File: src/rtl/avr_fetch_unit_if.sv
// Fetch-stage bus: control-unit next-PC select, jump operand, program-memory
// address/data and the instruction handed to decode.
// Optional macro AVR_FETCH_INSTR_PC_EN adds instr_pc (address of cur_instr).
interface avr_fetch_unit_if;
  logic [2:0]  pc_src;
  logic [15:0] jmp;
  logic [15:0] prog_data;
  logic [15:0] prog_addr;
  logic [15:0] cur_instr;
`ifdef AVR_FETCH_INSTR_PC_EN
  logic [15:0] instr_pc;
`endif

  // Fetch unit side
  modport master (
    input  pc_src,
    input  jmp,
    input  prog_data,
    output prog_addr,
`ifdef AVR_FETCH_INSTR_PC_EN
    output instr_pc,
`endif
    output cur_instr
  );

  // Control unit / program memory side
  modport slave (
    output pc_src,
    output jmp,
    output prog_data,
    input  prog_addr,
`ifdef AVR_FETCH_INSTR_PC_EN
    input  instr_pc,
`endif
    input  cur_instr
  );
endinterface

File: src/rtl/avr_fetch_unit.sv
// AVR instruction-fetch stage: PC register driving an async-read program
// memory, and an instruction register feeding decode.
// Optional macro AVR_FETCH_INSTR_PC_EN adds instr_pc tracking.
module avr_fetch_unit #(
  parameter logic [15:0] RESET_VECTOR = 16'h0000,
  parameter logic [15:0] NOP_INSTR    = 16'h0000
) (
  input logic               CLK,
  input logic               RST,
  avr_fetch_unit_if.master  bus
);

  localparam logic [2:0] SrcSeq   = 3'b000;
  localparam logic [2:0] SrcSkip  = 3'b001;
  localparam logic [2:0] SrcStall = 3'b010;
  localparam logic [2:0] SrcFlush = 3'b011;
  localparam logic [2:0] SrcRel   = 3'b100;
  localparam logic [2:0] SrcAbs   = 3'b101;

  logic [15:0] pc_q, pc_d;
  logic [15:0] ir_q, ir_d;
  logic        load_data;
  logic        load_nop;

  // Next-PC selection and IR source decode; reserved codes hold like stall
  always_comb begin
    pc_d      = pc_q;
    load_data = 1'b0;
    load_nop  = 1'b0;
    case (bus.pc_src)
      SrcSeq: begin
        pc_d      = pc_q + 16'd1;
        load_data = 1'b1;
      end
      SrcSkip, SrcFlush: begin
        pc_d     = pc_q + 16'd1;
        load_nop = 1'b1;
      end
      SrcRel: begin
        // Jump instruction sits at PC-1, so PC+k lands on AVR's PC+1+k target
        pc_d     = pc_q + bus.jmp;
        load_nop = 1'b1;
      end
      SrcAbs: begin
        pc_d     = bus.jmp;
        load_nop = 1'b1;
      end
      SrcStall: pc_d = pc_q;
      default:  pc_d = pc_q;
    endcase
  end

  // IR takes the fetched word, a NOP bubble, or holds
  always_comb begin
    ir_d = ir_q;
    if (load_data) begin
      ir_d = bus.prog_data;
    end else if (load_nop) begin
      ir_d = NOP_INSTR;
    end
  end

  // PC and IR state
  always_ff @(posedge CLK or negedge RST) begin
    if (!RST) begin
      pc_q <= RESET_VECTOR;
      ir_q <= NOP_INSTR;
    end else begin
      pc_q <= pc_d;
      ir_q <= ir_d;
    end
  end

  assign bus.prog_addr = pc_q;
  assign bus.cur_instr = ir_q;

`ifdef AVR_FETCH_INSTR_PC_EN
  logic [15:0] ipc_q, ipc_d;

  // Address of the word in IR; 16'hFFFF marks a bubble
  always_comb begin
    ipc_d = ipc_q;
    if (load_data) begin
      ipc_d = pc_q;
    end else if (load_nop) begin
      ipc_d = 16'hFFFF;
    end
  end

  // Instruction-address state, bubble marker on reset
  always_ff @(posedge CLK or negedge RST) begin
    if (!RST) begin
      ipc_q <= 16'hFFFF;
    end else begin
      ipc_q <= ipc_d;
    end
  end

  assign bus.instr_pc = ipc_q;
`endif

endmodule

File: src/flat_wrapper.sv
// flat-port wrapper written by rule: the top's interface ports become plain ports
module avr_fetch_unit_flat 
#(
  parameter logic [15:0] RESET_VECTOR = 16'h0000,
  parameter logic [15:0] NOP_INSTR    = 16'h0000
)
  (CLK, RST, bus_pc_src, bus_jmp, bus_prog_data, bus_prog_addr, bus_cur_instr);
  avr_fetch_unit_if bus_i ();
  input logic CLK;
  input logic RST;
  input wire logic [$bits(bus_i.pc_src)-1:0] bus_pc_src;
  input wire logic [$bits(bus_i.jmp)-1:0] bus_jmp;
  input wire logic [$bits(bus_i.prog_data)-1:0] bus_prog_data;
  output wire logic [$bits(bus_i.prog_addr)-1:0] bus_prog_addr;
  output wire logic [$bits(bus_i.cur_instr)-1:0] bus_cur_instr;
  assign bus_i.pc_src = bus_pc_src;
  assign bus_i.jmp = bus_jmp;
  assign bus_i.prog_data = bus_prog_data;
  assign bus_prog_addr = bus_i.prog_addr;
  assign bus_cur_instr = bus_i.cur_instr;
  avr_fetch_unit #(.RESET_VECTOR(RESET_VECTOR), .NOP_INSTR(NOP_INSTR)) u_core (.CLK(CLK), .RST(RST), .bus(bus_i));
endmodule
File: config.mk
export PLATFORM = sky130hd
export DESIGN_NAME = avr_fetch_unit_flat
export DESIGN_NICKNAME = d
export VERILOG_FILES = /design/src/rtl/avr_fetch_unit_if.sv /design/src/rtl/avr_fetch_unit.sv /design/src/flat_wrapper.sv
export SDC_FILE = /design/constraint.sdc
export NUM_CORES = 1
export LEC_CHECK = 0
export ABC_AREA = 1
export BUFFER_PORTS_ARGS = -buffer_cell sky130_fd_sc_hd__buf_2
export CAP_MARGIN = 10
export CELL_PAD_IN_SITES_DETAIL_PLACEMENT = 1
export CELL_PAD_IN_SITES_GLOBAL_PLACEMENT = 1
export CORE_ASPECT_RATIO = 1.2
export CORE_MARGIN = 5
export CORE_UTILIZATION = 36
export DETAILED_ROUTE_END_ITERATION = 8
export GPL_ROUTABILITY_DRIVEN = 1
export PLACE_DENSITY = 0.91
export SYNTH_ARGS = -nofsm -noshare
export SYNTH_HDL_FRONTEND = slang
export SYNTH_SLANG_ARGS = --single-unit
File: constraint.sdc
create_clock -name CLK -period 1.9 [get_ports CLK]
set_input_delay 0.57 -clock CLK [delete_from_list [all_inputs] [get_ports CLK]]
set_output_delay 0.57 -clock CLK [all_outputs]
set_load 0.01 [all_outputs]
==> report_table.html, run 1 <==
<table>
<tr><th>Metric</th><th>Value</th></tr>
<tr><th colspan="2">Run status</th></tr>
<tr><td>Result of the run</td><td>finished, violations left</td></tr>
<tr><td>Violations in the final reports</td><td>negative setup slack</td></tr>
<tr><th colspan="2">Final layout</th></tr>
<tr><td>Share of the core filled with cells in the final layout</td><td>58.39%</td></tr>
<tr><td>Count of nets after finishing</td><td>512</td></tr>
<tr><td>Filler-free cell count of the finished design</td><td>about 550</td></tr>
<tr><td>ANT cells</td><td>0</td></tr>
<tr><td>Layout overhead on the synthesized area</td><td>58.15%</td></tr>
<tr><td>Share of layout cells above drive strength 1</td><td>46.96%</td></tr>
<tr><th colspan="2">Synthesis</th></tr>
<tr><td>Portion of netlist area occupied by mux cells</td><td>0%</td></tr>
<tr><td>Yosys warning count</td><td>0</td></tr>
<tr><td>Post-Synth Simple-Gate Area</td><td>31.65%</td></tr>
<tr><td>Share of flip-flops with an asynchronous set or reset</td><td>100.0%</td></tr>
<tr><td>Most common cell in the netlist</td><td>nand2_1</td></tr>
<tr><td>Net count after synthesis</td><td>403</td></tr>
<tr><td>Avg Cell Area, Syn</td><td>6.799 sq um</td></tr>
<tr><td>Leading post-synthesis cells by instance count</td><td>nand2_1, inv_1, nor2_1, dfrtp_1, nand3_1</td></tr>
<tr><td>Sequential fraction of the synthesis area</td><td>between 30% and 40%</td></tr>
<tr><td>Largest family of logic cells by synthesized area</td><td>simple AND/OR/NAND/NOR gates</td></tr>
<tr><td>Commonest register cell after synthesis</td><td>dfrtp_1</td></tr>
<tr><td>Synthesized-area fraction occupied by xor and xnor cells</td><td>less than 1%</td></tr>
<tr><td>Number of synthesized register bits</td><td>32</td></tr>
<tr><td>Cell taking the most area after synthesis</td><td>dfrtp_1</td></tr>
<tr><td>Synth Area in Adders</td><td>under 10%</td></tr>
<tr><td>Number of distinct library cell variants in the gate-level netlist after synthesis</td><td>25</td></tr>
<tr><td>Number of synthesized flops with an enable pin</td><td>0</td></tr>
<tr><td>Cells taking the most area after synthesis</td><td>dfrtp_1, nand2_1, inv_1, ha_1, a32o_1</td></tr>
<tr><td>Proportion of netlist area held by the largest area contributor</td><td>about 34%</td></tr>
<tr><td>Netlist area before placement</td><td>between 2000 and 2500 sq um</td></tr>
<tr><td>Share of the synthesized area in compound gates (AO/OA/AOI/OAI)</td><td>between 10 and 15%</td></tr>
<tr><td>Cells after Synth</td><td>between 300 and 400</td></tr>
<tr><th colspan="2">STA</th></tr>
<tr><td>Final Max Tran Viols</td><td>0</td></tr>
<tr><td>Final worst clock skew</td><td>between 0.01 and 0.015 ns</td></tr>
<tr><td>Worst-case setup margin in the final layout</td><td>-0.4310 ns</td></tr>
<tr><td>Crit share post-route</td><td>122.7%</td></tr>
<tr><td>Pin slew with the least headroom to its limit</td><td>0.5133 ns</td></tr>
<tr><td>RSZ-0062 raised after global routing</td><td>true</td></tr>
<tr><td>Setup-failing EPs final</td><td>15</td></tr>
<tr><td>Count of final hold-check violations</td><td>0</td></tr>
<tr><td>Post-layout min period</td><td>2.331 ns</td></tr>
<tr><td>Headroom to the max-slew limit</td><td>about two thirds</td></tr>
<tr><td>Setup Total Neg Slack</td><td>-4.121 ns</td></tr>
<tr><td>Max Clk Rate</td><td>0.4290 GHz</td></tr>
<tr><th colspan="2">CTS</th></tr>
<tr><td>Max clock buf depth</td><td>2</td></tr>
<tr><td>Root buffer cell</td><td>clkbuf_8</td></tr>
<tr><td>Number of H-tree levels</td><td>2</td></tr>
<tr><td>Num CTS Buffers</td><td>5</td></tr>
<tr><td>Insertion delay to the later sink of the worst-skew pair</td><td>0.31 ns</td></tr>
<tr><td>Count of hold-fix buffers inserted at cts</td><td>0</td></tr>
<tr><td>Clock tree from TritonCTS</td><td>done</td></tr>
<tr><td>Clock net sink count</td><td>32</td></tr>
<tr><td>Clock transition at the register clock pins on the worst setup and hold paths after CTS</td><td>0.09 ns</td></tr>
<tr><th colspan="2">Worst setup path</th></tr>
<tr><td>Crit. End Element</td><td>flip-flop</td></tr>
<tr><td>Crit path max-delay cell type</td><td>ha_1</td></tr>
<tr><td>End of the worst register-to-register path</td><td>u_core.bus.prog_addr[13]</td></tr>
<tr><td>Worst reg2reg setup slack</td><td>-0.12 ns</td></tr>
<tr><td>Top cell by count, worst path</td><td>nand2_1</td></tr>
<tr><td>Buffers plus inverters on the worst setup path</td><td>3</td></tr>
<tr><td>Sort of element at the start of the critical path</td><td>input port</td></tr>
<tr><td>Worst Setup Path Type</td><td>in -&gt; reg</td></tr>
<tr><td>Worst-path fanout max</td><td>5</td></tr>
<tr><td>Sequence of cells on the critical path</td><td>buf_8, nor2_4, nand2_4, buf_6, nor2_1, ha_1, nand2_2, inv_1, nand2_1, nand2_1, a21oi_4, nand2_1, nand2_1, nand3_2, nand2_1, nand2_1</td></tr>
<tr><td>Data arrival time of the worst path</td><td>2.53 ns</td></tr>
<tr><td>Path depth of the worst reg2reg path</td><td>11</td></tr>
<tr><td>Worst r2r src</td><td>u_core.bus.prog_addr[9]</td></tr>
<tr><td>Top Family by Delay on Critical Path</td><td>simple AND/OR/NAND/NOR gates</td></tr>
<tr><td>Maximum cell stage delay along the critical path</td><td>0.33 ns</td></tr>
<tr><td>Data required time of the critical path</td><td>2.10 ns</td></tr>
<tr><th colspan="2">Pwr</th></tr>
<tr><td>Reported leakage power</td><td>around 2 nW</td></tr>
<tr><td>Sequential group share of total power</td><td>24.5%</td></tr>
<tr><td>Clock share of power</td><td>around 17%</td></tr>
<tr><td>Internal portion of total power</td><td>roughly 0.0023 W</td></tr>
<tr><td>Logic pwr share</td><td>58.3%</td></tr>
<tr><td>Total Power Consumption</td><td>0.004319 W</td></tr>
<tr><td>Maximum vdd ir drop</td><td>0.0007203 V</td></tr>
<tr><td>Switching power</td><td>0.002030 W</td></tr>
<tr><td>Power density over the cells</td><td>about 1100 nW/um^2</td></tr>
<tr><td>Sw Ratio</td><td>46.99%</td></tr>
<tr><th colspan="2">Global route</th></tr>
<tr><td>Pin count of the biggest net entering global routing</td><td>33</td></tr>
<tr><td>Global-route wire length before repair</td><td>19.46 mm</td></tr>
<tr><td>Combined global-route utilization of all metal layers</td><td>between 20% and 30%</td></tr>
<tr><td>Vias in the first global route</td><td>3577</td></tr>
<tr><td>Number of antenna violations at the first check in global routing</td><td>0</td></tr>
<tr><td>Remaining Overflow, GRT</td><td>0</td></tr>
<tr><th colspan="2">Die</th></tr>
<tr><td>Core box area</td><td>6446 sq um</td></tr>
<tr><td>Starting density of the core</td><td>roughly 37%</td></tr>
<tr><td>Standard-cell rows</td><td>32</td></tr>
<tr><td>IO Count</td><td>69</td></tr>
<tr><td>Die Span X</td><td>84.22 microns</td></tr>
<tr><td>Die height</td><td>just under 100 microns</td></tr>
<tr><td>Area of the die</td><td>about 8300 sq um</td></tr>
<tr><th colspan="2">Route</th></tr>
<tr><td>DR iter-0 viols</td><td>389</td></tr>
<tr><td>Post-detailed-route count of antenna-violating nets</td><td>0</td></tr>
<tr><td>Wire length reported by the detailed router</td><td>between 10 and 15 mm</td></tr>
<tr><td>Detailed-route DRC error count</td><td>0</td></tr>
<tr><td>Routed via count divided by cell count</td><td>6.132</td></tr>
<tr><td>First-pass DRT Iterations</td><td>8</td></tr>
<tr><td>Via Count</td><td>3342</td></tr>
<tr><td>Routed wirelength normalized by instance count</td><td>26.99 microns</td></tr>
<tr><th colspan="2">Place</th></tr>
<tr><td>DP Cell Count</td><td>approximately 530</td></tr>
<tr><td>Final weighted congestion in routability-driven placement</td><td>0.8066</td></tr>
<tr><td>Count of input and output buffers</td><td>68</td></tr>
<tr><td>HPWL after detailed placement</td><td>roughly 6.6 mm</td></tr>
<tr><td>Worst Setup Slack post-DPL</td><td>-0.5876 ns</td></tr>
<tr><th colspan="2">Min path</th></tr>
<tr><td>Path category of the worst min-delay check</td><td>in -&gt; async</td></tr>
<tr><th colspan="2">Run</th></tr>
<tr><td>Reported max-cap violation count</td><td>0</td></tr>
</table>
[power groups by stage]
stage	clock, W	combinational, W	sequential [W]
floorplan	0	0.000865	0.00103
global placement	0	0.00154	0.000979
detailed placement	0	0.00163	0.000987
CTS	0.000727	0.00192	0.000997
global route	0.000766	0.00260	0.00107
finish	0.000744	0.00252	0.00106
[stage by stage]
step,hold WS (ns),instance area [sq um]
after floorplan,0.2744,2447
after global placement,0.4676,3094
after detailed placement,0.4803,3094
after CTS,0.3106,3488
after global routing,0.3048,3764
final,0.2751,3764
[cells in the final DEF (no fill, tap or decap), types with 12 or more instances in the layout]
master   instances
nor2_1          20
a32o_1          16
nand2_2         27
inv_1           53
nand2_1         76
a21oi_1         12
buf_2           66
dfrtp_1         32
buf_4           39
nand3_1         12
[worst reg2reg max path, cell delays in order (launching register included)]
cell and delay (ns):
dfrtp_1 0.50, ha_4 0.36, nand2_2 0.07, buf_4 0.14, buf_4 0.13, nor2_1 0.26
a21oi_4 0.11, nand2_1 0.12, nand2_1 0.08, nand3_2 0.08, nand2_2 0.05, nand2_2 0.06
[cells by family after synthesis]
kind of cell	after synthesis
xor gates and xnor gates	2
buffers and inverters	71
and+or+nand+nor	182
AOI/OAI and AO/OA	47
adders and majority gates	16
DFF	32
[per-layer routing]
metal	vias to the layer above	global-route usage (%)	wire length, microns
met5	-	0	0
met2	286	54.74	7453
li1	1343	-	-
met1	1630	31.10	5012
met3	83	6.187	1360
met4	0	18.07	885
[final cells by class]
type / instances / area [sq um]
fill: 784 / 2683
multi-input combinational: 247 / 1792
sequential: 32 / 800.8
timing repair buffer: 112 / 718.2
inverter: 61 / 231.5
tap: 85 / 106.4
clock buffer: 5 / 68.82
clock inverter: 3 / 46.29
[sequential cells by signal, summed over array words and instances, names as in the netlist]
register,count
u_core.bus.prog_addr,16
u_core.bus.cur_instr,16
[repair_timing]
action,in CTS,in global routing
endpoints found under the setup margin,14,15
pin swaps,25,38
buffers inserted,8,6
gates resized for setup,52,54
[worst max-delay path by stage]
| stage | cells past startpoint | endpoint | start |
|---|---|---|---|
| 2_1_floorplan | 13 | u_core.bus.prog_addr[6] | bus_pc_src[0] |
| 3_3_place_gp | 15 | u_core.bus.prog_addr[15] | bus_pc_src[0] |
| 3_5_place_dp | 17 | u_core.bus.prog_addr[10] | bus_pc_src[0] |
| 4_1_cts | 14 | u_core.bus.prog_addr[6] | bus_pc_src[1] |
| 5_1_grt | 16 | u_core.bus.prog_addr[15] | bus_pc_src[0] |
| 6_report | 16 | u_core.bus.prog_addr[15] | bus_pc_src[0] |
Power figures use the tool's default switching activity.
==> run 2: changes to the inputs <==
CORE_ASPECT_RATIO = 1.4   (was 1.2)
clock period = 2.2 ns   (was 1.9 ns; I/O delays follow)
==> report_table.html, run 2 (synthesis results as in run 1) <==
<table>
<tr><th>Metric</th><th>Value</th></tr>
<tr><th colspan="2">Final layout</th></tr>
<tr><td>Layout overhead on the synthesized area</td><td>53.89% (was 58.15%)</td></tr>
<tr><td>FF+latch area</td><td>800.8 sq um (unchanged)</td></tr>
<tr><td>Commonest non-fill, non-tap cell in the layout</td><td>nand2_1 (unchanged)</td></tr>
<tr><td>Share of the core filled with cells in the final layout</td><td>56.13% (was 58.39%)</td></tr>
<tr><td>Count of nets after finishing</td><td>518 (was 512)</td></tr>
<tr><td>Combined area of the multi-input logic cells</td><td>1694 sq um (was 1792 sq um)</td></tr>
<tr><td>Layout filler cell count</td><td>822 (was 784)</td></tr>
<tr><td>ANT cells</td><td>0 (unchanged)</td></tr>
<tr><td>Share of layout cells above drive strength 1</td><td>44.21% (was 46.96%)</td></tr>
<tr><td>Most frequent cells in the layout</td><td>nand2_1, buf_2, inv_1, buf_4, dfrtp_1 (unchanged)</td></tr>
<tr><th colspan="2">Route</th></tr>
<tr><td>Post-detailed-route count of antenna-violating nets</td><td>0 (unchanged)</td></tr>
<tr><td>First-pass DRT Iterations</td><td>4 (was 8)</td></tr>
<tr><td>Detailed-route DRC error count</td><td>0 (unchanged)</td></tr>
<tr><td>Wire length reported by the detailed router</td><td>12.11 mm (was 14.71 mm)</td></tr>
<tr><td>Routed wirelength normalized by instance count</td><td>22.42 microns (was 26.99 microns)</td></tr>
<tr><td>Via Count</td><td>3054 (was 3342)</td></tr>
<tr><td>DR iter-0 viols</td><td>177 (was 389)</td></tr>
<tr><td>Routed via count divided by cell count</td><td>5.656 (was 6.132)</td></tr>
<tr><th colspan="2">Global route</th></tr>
<tr><td>Vias in the first global route</td><td>3276 (was 3577)</td></tr>
<tr><td>Combined global-route utilization of all metal layers</td><td>23.93% (was 29.96%)</td></tr>
<tr><td>Number of antenna violations at the first check in global routing</td><td>0 (unchanged)</td></tr>
<tr><td>Pin count of the biggest net entering global routing</td><td>33 (unchanged)</td></tr>
<tr><td>Global-route wire length before repair</td><td>15.75 mm (was 19.46 mm)</td></tr>
<tr><td>Remaining Overflow, GRT</td><td>0 (unchanged)</td></tr>
<tr><th colspan="2">CTS</th></tr>
<tr><td>Max clock buf depth</td><td>2 (unchanged)</td></tr>
<tr><td>Root buffer cell</td><td>clkbuf_8 (unchanged)</td></tr>
<tr><td>Clock transition at the register clock pins on the worst setup and hold paths after CTS</td><td>0.08 ns (was 0.09 ns)</td></tr>
<tr><td>Number of H-tree levels</td><td>2 (unchanged)</td></tr>
<tr><td>Count of hold-fix buffers inserted at cts</td><td>0 (unchanged)</td></tr>
<tr><td>Clock tree from TritonCTS</td><td>done (unchanged)</td></tr>
<tr><td>Insertion delay to the later sink of the worst-skew pair</td><td>0.30 ns (was 0.31 ns)</td></tr>
<tr><td>Num CTS Buffers</td><td>5 (unchanged)</td></tr>
<tr><td>Clock net sink count</td><td>32 (unchanged)</td></tr>
<tr><th colspan="2">Worst setup path</th></tr>
<tr><td>Sort of element at the start of the critical path</td><td>input port (unchanged)</td></tr>
<tr><td>Maximum cell stage delay along the critical path</td><td>0.22 ns (was 0.33 ns)</td></tr>
<tr><td>Worst r2r src</td><td>u_core.bus.prog_addr[5] (was u_core.bus.prog_addr[9])</td></tr>
<tr><td>Data required time of the critical path</td><td>2.40 ns (was 2.10 ns)</td></tr>
<tr><td>Data arrival time of the worst path</td><td>2.53 ns (about the same)</td></tr>
<tr><td>Sequence of cells on the critical path</td><td>buf_8, nor2_4, nand2_4, buf_12, nor2_4, ha_4, nand2_2, inv_2, buf_4, nand2_1, nor3_2, nand2_2, nand3_2, nand3_2, nand2_1, nand2_1 (was buf_8, nor2_4, nand2_4, buf_6, nor2_1, ha_1, nand2_2, inv_1, nand2_1, nand2_1, a21oi_4, nand2_1, nand2_1, nand3_2, nand2_1, nand2_1)</td></tr>
<tr><td>Worst-path fanout max</td><td>8 (was 5)</td></tr>
<tr><td>Top cell by count, worst path</td><td>nand2_1 (unchanged)</td></tr>
<tr><td>Crit path max-delay cell type</td><td>nor3_2 (was ha_1)</td></tr>
<tr><td>Worst setup path startpoint</td><td>bus_pc_src[0] (unchanged)</td></tr>
<tr><td>Crit. End Element</td><td>flip-flop (unchanged)</td></tr>
<tr><td>Worst Setup Path Type</td><td>in -&gt; reg (unchanged)</td></tr>
<tr><td>Path depth of the worst reg2reg path</td><td>11 (unchanged)</td></tr>
<tr><th colspan="2">Die</th></tr>
<tr><td>Standard-cell rows</td><td>35 (was 32)</td></tr>
<tr><td>IO Count</td><td>69 (unchanged)</td></tr>
<tr><td>Area of the die</td><td>8360 sq um (was 8343 sq um)</td></tr>
<tr><td>Starting density of the core</td><td>36.47% (was 36.92%)</td></tr>
<tr><td>Core box area</td><td>6525 sq um (was 6446 sq um)</td></tr>
<tr><td>Die height</td><td>106.2 microns (was 99.07 microns)</td></tr>
<tr><td>Die Span X</td><td>78.72 microns (was 84.22 microns)</td></tr>
<tr><th colspan="2">Pwr</th></tr>
<tr><td>Power density over the cells</td><td>921.0 nW/um^2 (was 1148 nW/um^2)</td></tr>
<tr><td>Reported leakage power</td><td>2.039 nW (was 2.055 nW)</td></tr>
<tr><td>Maximum vdd ir drop</td><td>0.0004840 V (was 0.0007203 V)</td></tr>
<tr><th colspan="2">STA</th></tr>
<tr><td>Final worst clock skew</td><td>0.006364 ns (was 0.01340 ns)</td></tr>
<tr><td>Pin slew with the least headroom to its limit</td><td>0.7954 ns (was 0.5133 ns)</td></tr>
<tr><td>Worst-case setup margin in the final layout</td><td>-0.1302 ns (was -0.4310 ns)</td></tr>
<tr><td>Crit share post-route</td><td>105.9%</td></tr>
<tr><td>RSZ-0062 raised after global routing</td><td>true (unchanged)</td></tr>
<tr><td>Post-layout min period</td><td>2.330 ns</td></tr>
<tr><td>Max Clk Rate</td><td>0.4292 GHz</td></tr>
<tr><td>Setup-failing EPs final</td><td>10 (was 15)</td></tr>
<tr><td>Headroom to the max-slew limit</td><td>46.97% (was 65.74%)</td></tr>
<tr><td>Count of final hold-check violations</td><td>0 (unchanged)</td></tr>
<tr><td>Final Max Tran Viols</td><td>0 (unchanged)</td></tr>
<tr><td>Fin Hold WS</td><td>0.4353 ns (was 0.2751 ns)</td></tr>
<tr><th colspan="2">Place</th></tr>
<tr><td>HPWL after detailed placement</td><td>6.135 mm (was 6.616 mm)</td></tr>
<tr><td>Final weighted congestion in routability-driven placement</td><td>0.7899 (was 0.8066)</td></tr>
<tr><td>Count of input and output buffers</td><td>68 (unchanged)</td></tr>
<tr><th colspan="2">Run status</th></tr>
<tr><td>Violations in the final reports</td><td>negative setup slack (unchanged)</td></tr>
<tr><td>Result of the run</td><td>finished, violations left (unchanged)</td></tr>
<tr><th colspan="2">Run</th></tr>
<tr><td>Reported max-cap violation count</td><td>0 (unchanged)</td></tr>
<tr><th colspan="2">Min path</th></tr>
<tr><td>Path category of the worst min-delay check</td><td>in -&gt; async (unchanged)</td></tr>
</table>
run 2: cell types whose count changed in the layout (fill, tap and decap cells not counted), sizes merged:
cell    delta
buf        +6
bufinv     -1
clkbuf     +1
clkinv     +1
inv        -1
run 2: area by class of cell:
class / count / share of cell area, %
Inverter: 61 / 6.320
Clock inverter: 2 / 0.4441
Timing Repair Buffer: 118 / 20.60
Sequential cell: 32 / 21.87
Multi-Input combinational cell: 247 / 46.26
Tap cell: 74 / 2.528
Clock buffer: 6 / 1.982
run 2: power by group:
group | internal, W | switching (W) | leakage (nW)
clock network | 0.000226 | 0.000277 | 0.0414
registers | 0.000715 | 0.000170 | 0.405
logic | 0.000891 | 0.00109 | 1.59
total | 0.00183 | 0.00154 | 2.04
run 2: per-layer routing:
| layer | part of all wire [%] | up-vias | track usage [%] | routed length, microns |
|---|---|---|---|---|
| met1 | 34 | 1502 | 22.90 | 4142 |
| li1 | - | 1347 | - | - |
| met5 | 0 | - | 0 | 0 |
| met3 | 6.6 | 44 | 5.339 | 799 |
| met4 | 5.4 | 0 | 12.38 | 658 |
| met2 | 54 | 161 | 46.23 | 6504 |
run 2: per-stage QoR:
step	TNS (ns)	cells	setup WS (ns)	area, sq um	power (W)
6_report	-0.4942	540	-0.1302	3662	0.003373
5_1_grt	-1.649	540	-0.1879	3662	0.003535
4_1_cts	0	529	0.0003930	3238	0.002804
3_5_place_dp	-3.484	510	-0.3548	3020	0.002213
3_3_place_gp	-2.331	510	-0.2764	3020	0.002146
2_1_floorplan	-0.5672	350	-0.1027	2430	0.001616
run 2: final timing paths:
check,to,slack (ns)
worst max-delay path,u_core.bus.prog_addr[13],-0.13
worst min-delay path,u_core.bus.prog_addr[2],0.44
worst max register to register,u_core.bus.prog_addr[13],0.24
worst min register to register,u_core.bus.cur_instr[1],0.50
max in group asynchronous,u_core.bus.prog_addr[15],1.27
min in group CLK,u_core.bus.cur_instr[1],0.50
run 2: what timing repair did:
action	in CTS	in global routing
resized for setup	14	78
endpoints found under the setup margin	9	13
setup buffers	11	12
pin swaps	13	36
run 2: critical path: cells and delay by family:
kind	cells	cell delay (ns)
simple gates	11	1.18
fa+ha+maj	1	0.16
buf+inv	4	0.50
==> run 3: changes to the inputs <==
ABC_AREA = 0   (was 1)
CORE_UTILIZATION = 38   (was 36)
PLACE_DENSITY = 0.92   (was 0.91)
==> report_table.html, run 3 <==
<table>
<tr><th>Metric</th><th>Value</th></tr>
<tr><th colspan="2">Run status</th></tr>
<tr><td>Result of the run</td><td>finished, violations left (unchanged)</td></tr>
<tr><td>Violations in the final reports</td><td>negative setup slack (unchanged)</td></tr>
<tr><th colspan="2">Synthesis</th></tr>
<tr><td>Cells after Synth</td><td>235 (was 350)</td></tr>
<tr><td>Sequential fraction of the synthesis area</td><td>37.23% (was 33.65%)</td></tr>
<tr><td>Net count after synthesis</td><td>288 (was 403)</td></tr>
<tr><td>Commonest register cell after synthesis</td><td>dfrtp_1 (unchanged)</td></tr>
<tr><td>Netlist area before placement</td><td>2151 sq um (was 2380 sq um)</td></tr>
<tr><td>Leading post-synthesis cells by instance count</td><td>dfrtp_1, nand2_1, a21oi_1, nor2_1, a22o_1 (was nand2_1, inv_1, nor2_1, dfrtp_1, nand3_1)</td></tr>
<tr><td>Share of flip-flops with an asynchronous set or reset</td><td>100.0% (unchanged)</td></tr>
<tr><td>Avg Cell Area, Syn</td><td>9.152 sq um (was 6.799 sq um)</td></tr>
<tr><td>Most common cell in the netlist</td><td>dfrtp_1 (was nand2_1)</td></tr>
<tr><td>Number of synthesized register bits</td><td>32 (unchanged)</td></tr>
<tr><td>Number of distinct library cell variants in the gate-level netlist after synthesis</td><td>45 (was 25)</td></tr>
<tr><td>Cells taking the most area after synthesis</td><td>dfrtp_1, ha_1, a22o_1, a21oi_1, and2_1 (was dfrtp_1, nand2_1, inv_1, ha_1, a32o_1)</td></tr>
<tr><td>Cell taking the most area after synthesis</td><td>dfrtp_1 (unchanged)</td></tr>
<tr><td>Proportion of netlist area held by the largest area contributor</td><td>37.23% (was 33.65%)</td></tr>
<tr><td>Number of synthesized flops with an enable pin</td><td>0 (unchanged)</td></tr>
<tr><td>Yosys warning count</td><td>0 (unchanged)</td></tr>
<tr><th colspan="2">Pwr</th></tr>
<tr><td>Power density over the cells</td><td>1116 nW/um^2 (was 921.0 nW/um^2)</td></tr>
<tr><td>Reported leakage power</td><td>1.759 nW (was 2.039 nW)</td></tr>
<tr><td>Sequential group share of total power</td><td>23.2% (was 26.2%)</td></tr>
<tr><td>Internal portion of total power</td><td>0.002290 W (was 0.001832 W)</td></tr>
<tr><td>Clock share of power</td><td>16.5% (was 14.9%)</td></tr>
<tr><td>Logic pwr share</td><td>60.3% (was 58.9%)</td></tr>
<tr><td>Maximum vdd ir drop</td><td>0.0006573 V (was 0.0004840 V)</td></tr>
<tr><td>Switching power</td><td>0.001782 W (was 0.001541 W)</td></tr>
<tr><td>Sw Ratio</td><td>43.77% (was 45.68%)</td></tr>
<tr><td>Total Power Consumption</td><td>0.004072 W (was 0.003373 W)</td></tr>
<tr><th colspan="2">STA</th></tr>
<tr><td>RSZ-0062 raised after global routing</td><td>true (unchanged)</td></tr>
<tr><td>Post-layout min period</td><td>2.936 ns (was 2.330 ns)</td></tr>
<tr><td>Max Clk Rate</td><td>0.3406 GHz (was 0.4292 GHz)</td></tr>
<tr><td>Final Max Tran Viols</td><td>0 (unchanged)</td></tr>
<tr><td>Setup-failing EPs final</td><td>14 (was 10)</td></tr>
<tr><td>Crit share post-route</td><td>133.5% (was 105.9%)</td></tr>
<tr><td>Count of final hold-check violations</td><td>0 (unchanged)</td></tr>
<tr><td>Final worst clock skew</td><td>0.006728 ns (was 0.006364 ns)</td></tr>
<tr><td>Headroom to the max-slew limit</td><td>47.62% (was 46.97%)</td></tr>
<tr><td>Worst-case setup margin in the final layout</td><td>-0.7361 ns (was -0.1302 ns)</td></tr>
<tr><td>Pin slew with the least headroom to its limit</td><td>0.7857 ns (was 0.7954 ns)</td></tr>
<tr><th colspan="2">Global route</th></tr>
<tr><td>Remaining Overflow, GRT</td><td>0 (unchanged)</td></tr>
<tr><td>Combined global-route utilization of all metal layers</td><td>29.21% (was 23.93%)</td></tr>
<tr><td>Global routing usage on met2</td><td>53.28% (was 46.23%)</td></tr>
<tr><td>Met1 Track Usage GR</td><td>28.54% (was 22.90%)</td></tr>
<tr><td>GR Util met3</td><td>5.612% (was 5.339%)</td></tr>
<tr><td>Vias in the first global route</td><td>3100 (was 3276)</td></tr>
<tr><td>Number of antenna violations at the first check in global routing</td><td>0 (unchanged)</td></tr>
<tr><td>Layer carrying the most global-route usage</td><td>met2 (unchanged)</td></tr>
<tr><td>Global-route wire length before repair</td><td>16.08 mm (was 15.75 mm)</td></tr>
<tr><td>Pin count of the biggest net entering global routing</td><td>33 (unchanged)</td></tr>
<tr><th colspan="2">Route</th></tr>
<tr><td>First-pass DRT Iterations</td><td>4 (unchanged)</td></tr>
<tr><td>Routed wirelength normalized by instance count</td><td>29.10 microns (was 22.42 microns)</td></tr>
<tr><td>Detailed-route DRC error count</td><td>0 (unchanged)</td></tr>
<tr><td>Routed via count divided by cell count</td><td>6.357 (was 5.656)</td></tr>
<tr><td>Post-detailed-route count of antenna-violating nets</td><td>0 (unchanged)</td></tr>
<tr><td>DR iter-0 viols</td><td>223 (was 177)</td></tr>
<tr><td>Wire length reported by the detailed router</td><td>12.63 mm (was 12.11 mm)</td></tr>
<tr><td>Via Count</td><td>2759 (was 3054)</td></tr>
<tr><th colspan="2">Die</th></tr>
<tr><td>Standard-cell rows</td><td>32 (was 35)</td></tr>
<tr><td>IO Count</td><td>69 (unchanged)</td></tr>
<tr><td>Core box area</td><td>5525 sq um (was 6525 sq um)</td></tr>
<tr><td>Starting density of the core</td><td>38.93% (was 36.47%)</td></tr>
<tr><td>Die Span X</td><td>73.59 microns (was 78.72 microns)</td></tr>
<tr><td>Area of the die</td><td>7286 sq um (was 8360 sq um)</td></tr>
<tr><td>Die height</td><td>99.02 microns (was 106.2 microns)</td></tr>
<tr><th colspan="2">Worst setup path</th></tr>
<tr><td>Crit. End Element</td><td>flip-flop (unchanged)</td></tr>
<tr><td>Worst Setup Path Type</td><td>in -&gt; reg (unchanged)</td></tr>
<tr><td>Worst r2r src</td><td>u_core.bus.prog_addr[0] (was u_core.bus.prog_addr[5])</td></tr>
<tr><td>Sort of element at the start of the critical path</td><td>input port (unchanged)</td></tr>
<tr><td>End of the worst register-to-register path</td><td>u_core.bus.prog_addr[14] (was u_core.bus.prog_addr[13])</td></tr>
<tr><td>Worst reg2reg setup slack</td><td>-0.40 ns (was 0.24 ns)</td></tr>
<tr><td>Worst-path fanout max</td><td>2 (was 8)</td></tr>
<tr><td>Path depth of the worst reg2reg path</td><td>9 (was 11)</td></tr>
<tr><td>Worst setup path startpoint</td><td>bus_pc_src[1] (was bus_pc_src[0])</td></tr>
<tr><td>Data arrival time of the worst path</td><td>3.11 ns (was 2.53 ns)</td></tr>
<tr><td>Last element of the critical path</td><td>u_core.bus.prog_addr[14] (was u_core.bus.prog_addr[13])</td></tr>
<tr><td>Data required time of the critical path</td><td>2.38 ns (was 2.40 ns)</td></tr>
<tr><th colspan="2">Min path</th></tr>
<tr><td>Path category of the worst min-delay check</td><td>in -&gt; async (unchanged)</td></tr>
<tr><th colspan="2">Place</th></tr>
<tr><td>Worst Setup Slack post-DPL</td><td>-0.9082 ns (was -0.3548 ns)</td></tr>
<tr><td>HPWL after detailed placement</td><td>6.217 mm (was 6.135 mm)</td></tr>
<tr><td>Count of input and output buffers</td><td>68 (unchanged)</td></tr>
<tr><td>Final weighted congestion in routability-driven placement</td><td>0.9443 (was 0.7899)</td></tr>
<tr><th colspan="2">CTS</th></tr>
<tr><td>Max clock buf depth</td><td>2 (unchanged)</td></tr>
<tr><td>Clock net sink count</td><td>32 (unchanged)</td></tr>
<tr><td>Clock transition at the register clock pins on the worst setup and hold paths after CTS</td><td>0.08 ns (about the same)</td></tr>
<tr><td>Insertion delay to the later sink of the worst-skew pair</td><td>0.31 ns (was 0.30 ns)</td></tr>
<tr><td>Clock tree from TritonCTS</td><td>done (unchanged)</td></tr>
<tr><td>Number of H-tree levels</td><td>2 (unchanged)</td></tr>
<tr><td>Root buffer cell</td><td>clkbuf_8 (unchanged)</td></tr>
<tr><td>Num CTS Buffers</td><td>5 (unchanged)</td></tr>
<tr><th colspan="2">Run</th></tr>
<tr><td>Reported max-cap violation count</td><td>0 (unchanged)</td></tr>
<tr><th colspan="2">Final layout</th></tr>
<tr><td>Share of layout cells above drive strength 1</td><td>58.20% (was 44.21%)</td></tr>
<tr><td>ANT cells</td><td>0 (unchanged)</td></tr>
<tr><td>Commonest non-fill, non-tap cell in the layout</td><td>buf_2 (was nand2_1)</td></tr>
<tr><td>Layout overhead on the synthesized area</td><td>69.69% (was 53.89%)</td></tr>
<tr><td>Most frequent cells in the layout</td><td>buf_2, buf_4, dfrtp_1, nand2_1, a22o_1 (was nand2_1, buf_2, inv_1, buf_4, dfrtp_1)</td></tr>
<tr><td>Count of nets after finishing</td><td>418 (was 518)</td></tr>
</table>
-- run 3: how the worst min path moves through the flow --
stage / from / to / slack [ns] / depth (start not counted)
2_1_floorplan: RST / u_core.bus.cur_instr[0] / 0.36 / 0
6_report: RST / u_core.bus.cur_instr[0] / 0.43 / 1
5_1_grt: RST / u_core.bus.cur_instr[0] / 0.49 / 1
3_5_place_dp: u_core.bus.cur_instr[4] / u_core.bus.cur_instr[4] / 0.49 / 1
4_1_cts: RST / u_core.bus.prog_addr[14] / 0.46 / 1
3_3_place_gp: u_core.bus.cur_instr[14] / u_core.bus.cur_instr[14] / 0.48 / 1
-- run 3: logic make-up after synthesis --
kind of cell             share of synthesized area, %
AO/OA/AOI/OAI                                   26.41
AND/OR/NAND/NOR                                 19.14
flip-flops                                      37.23
adder cells (fa/ha/maj)                         9.657
buffers and inverters                           2.501
XOR/XNOR                                        4.072
multiplexers                                   0.9889
-- run 3: final cells by class --
cell class,instances,area (sq um)
Fill cell,603,1876
Multi-Input combinational cell,190,1709
Timing Repair Buffer,136,928.4
Sequential cell,32,800.8
Clock buffer,7,96.34
Tap cell,68,85.08
Clock inverter,1,30.03
-- run 3: power by group through the flow --
| stage | logic [W] | clock network (W) | registers, W |
|---|---|---|---|
| after floorplan | 0.000901 | 0 | 0.000950 |
| after global placement | 0.00152 | 0 | 0.000887 |
| after detailed placement | 0.00162 | 0 | 0.000896 |
| after CTS | 0.00190 | 0.000650 | 0.000906 |
| after global routing | 0.00257 | 0.000699 | 0.000957 |
| final | 0.00245 | 0.000672 | 0.000946 |
-- run 3: critical path, cell delays in order --
cell,delay (ns)
buf_8,0.10
nor3b_4,0.23
nand2b_1,0.10
ha_2,0.20
fa_2,0.37
a21o_1,0.25
a221oi_4,0.34
buf_6,0.17
o31ai_4,0.08
a31oi_4,0.22
mux2i_1,0.28
nand2_1,0.11
-- run 3: metrics by stage --
stage               std cells  setup TNS (ns)  util [%]  instance area, sq um  hold WS [ns]
floorplan                 235          -4.764         -                  2287        0.3644
global placement          407          -7.745     53.96                  2982        0.4835
detailed placement        407          -9.457     53.96                  2982        0.4901
CTS                       423          -3.859     60.80                  3359        0.4582
global route              434          -6.935     66.06                  3650        0.4901
finish                    434          -6.310     66.06                  3650        0.4261
-- run 3: routing by layer --
layer | vias up | routed length, microns | part of all wire, %
met4 | 0 | 1129 | 8.9
met2 | 198 | 6479 | 51
met5 | - | 0 | 0
met3 | 98 | 895 | 7.1
met1 | 1338 | 4125 | 33
li1 | 1125 | - | -
-- run 3: timing repair --
action | in CTS | in global routing
pin swaps | 31 | 34
resized for setup | 40 | 36
endpoints found under the setup margin | 13 | 14
setup buffers | 9 | 13
hold buffers | 0 | 0
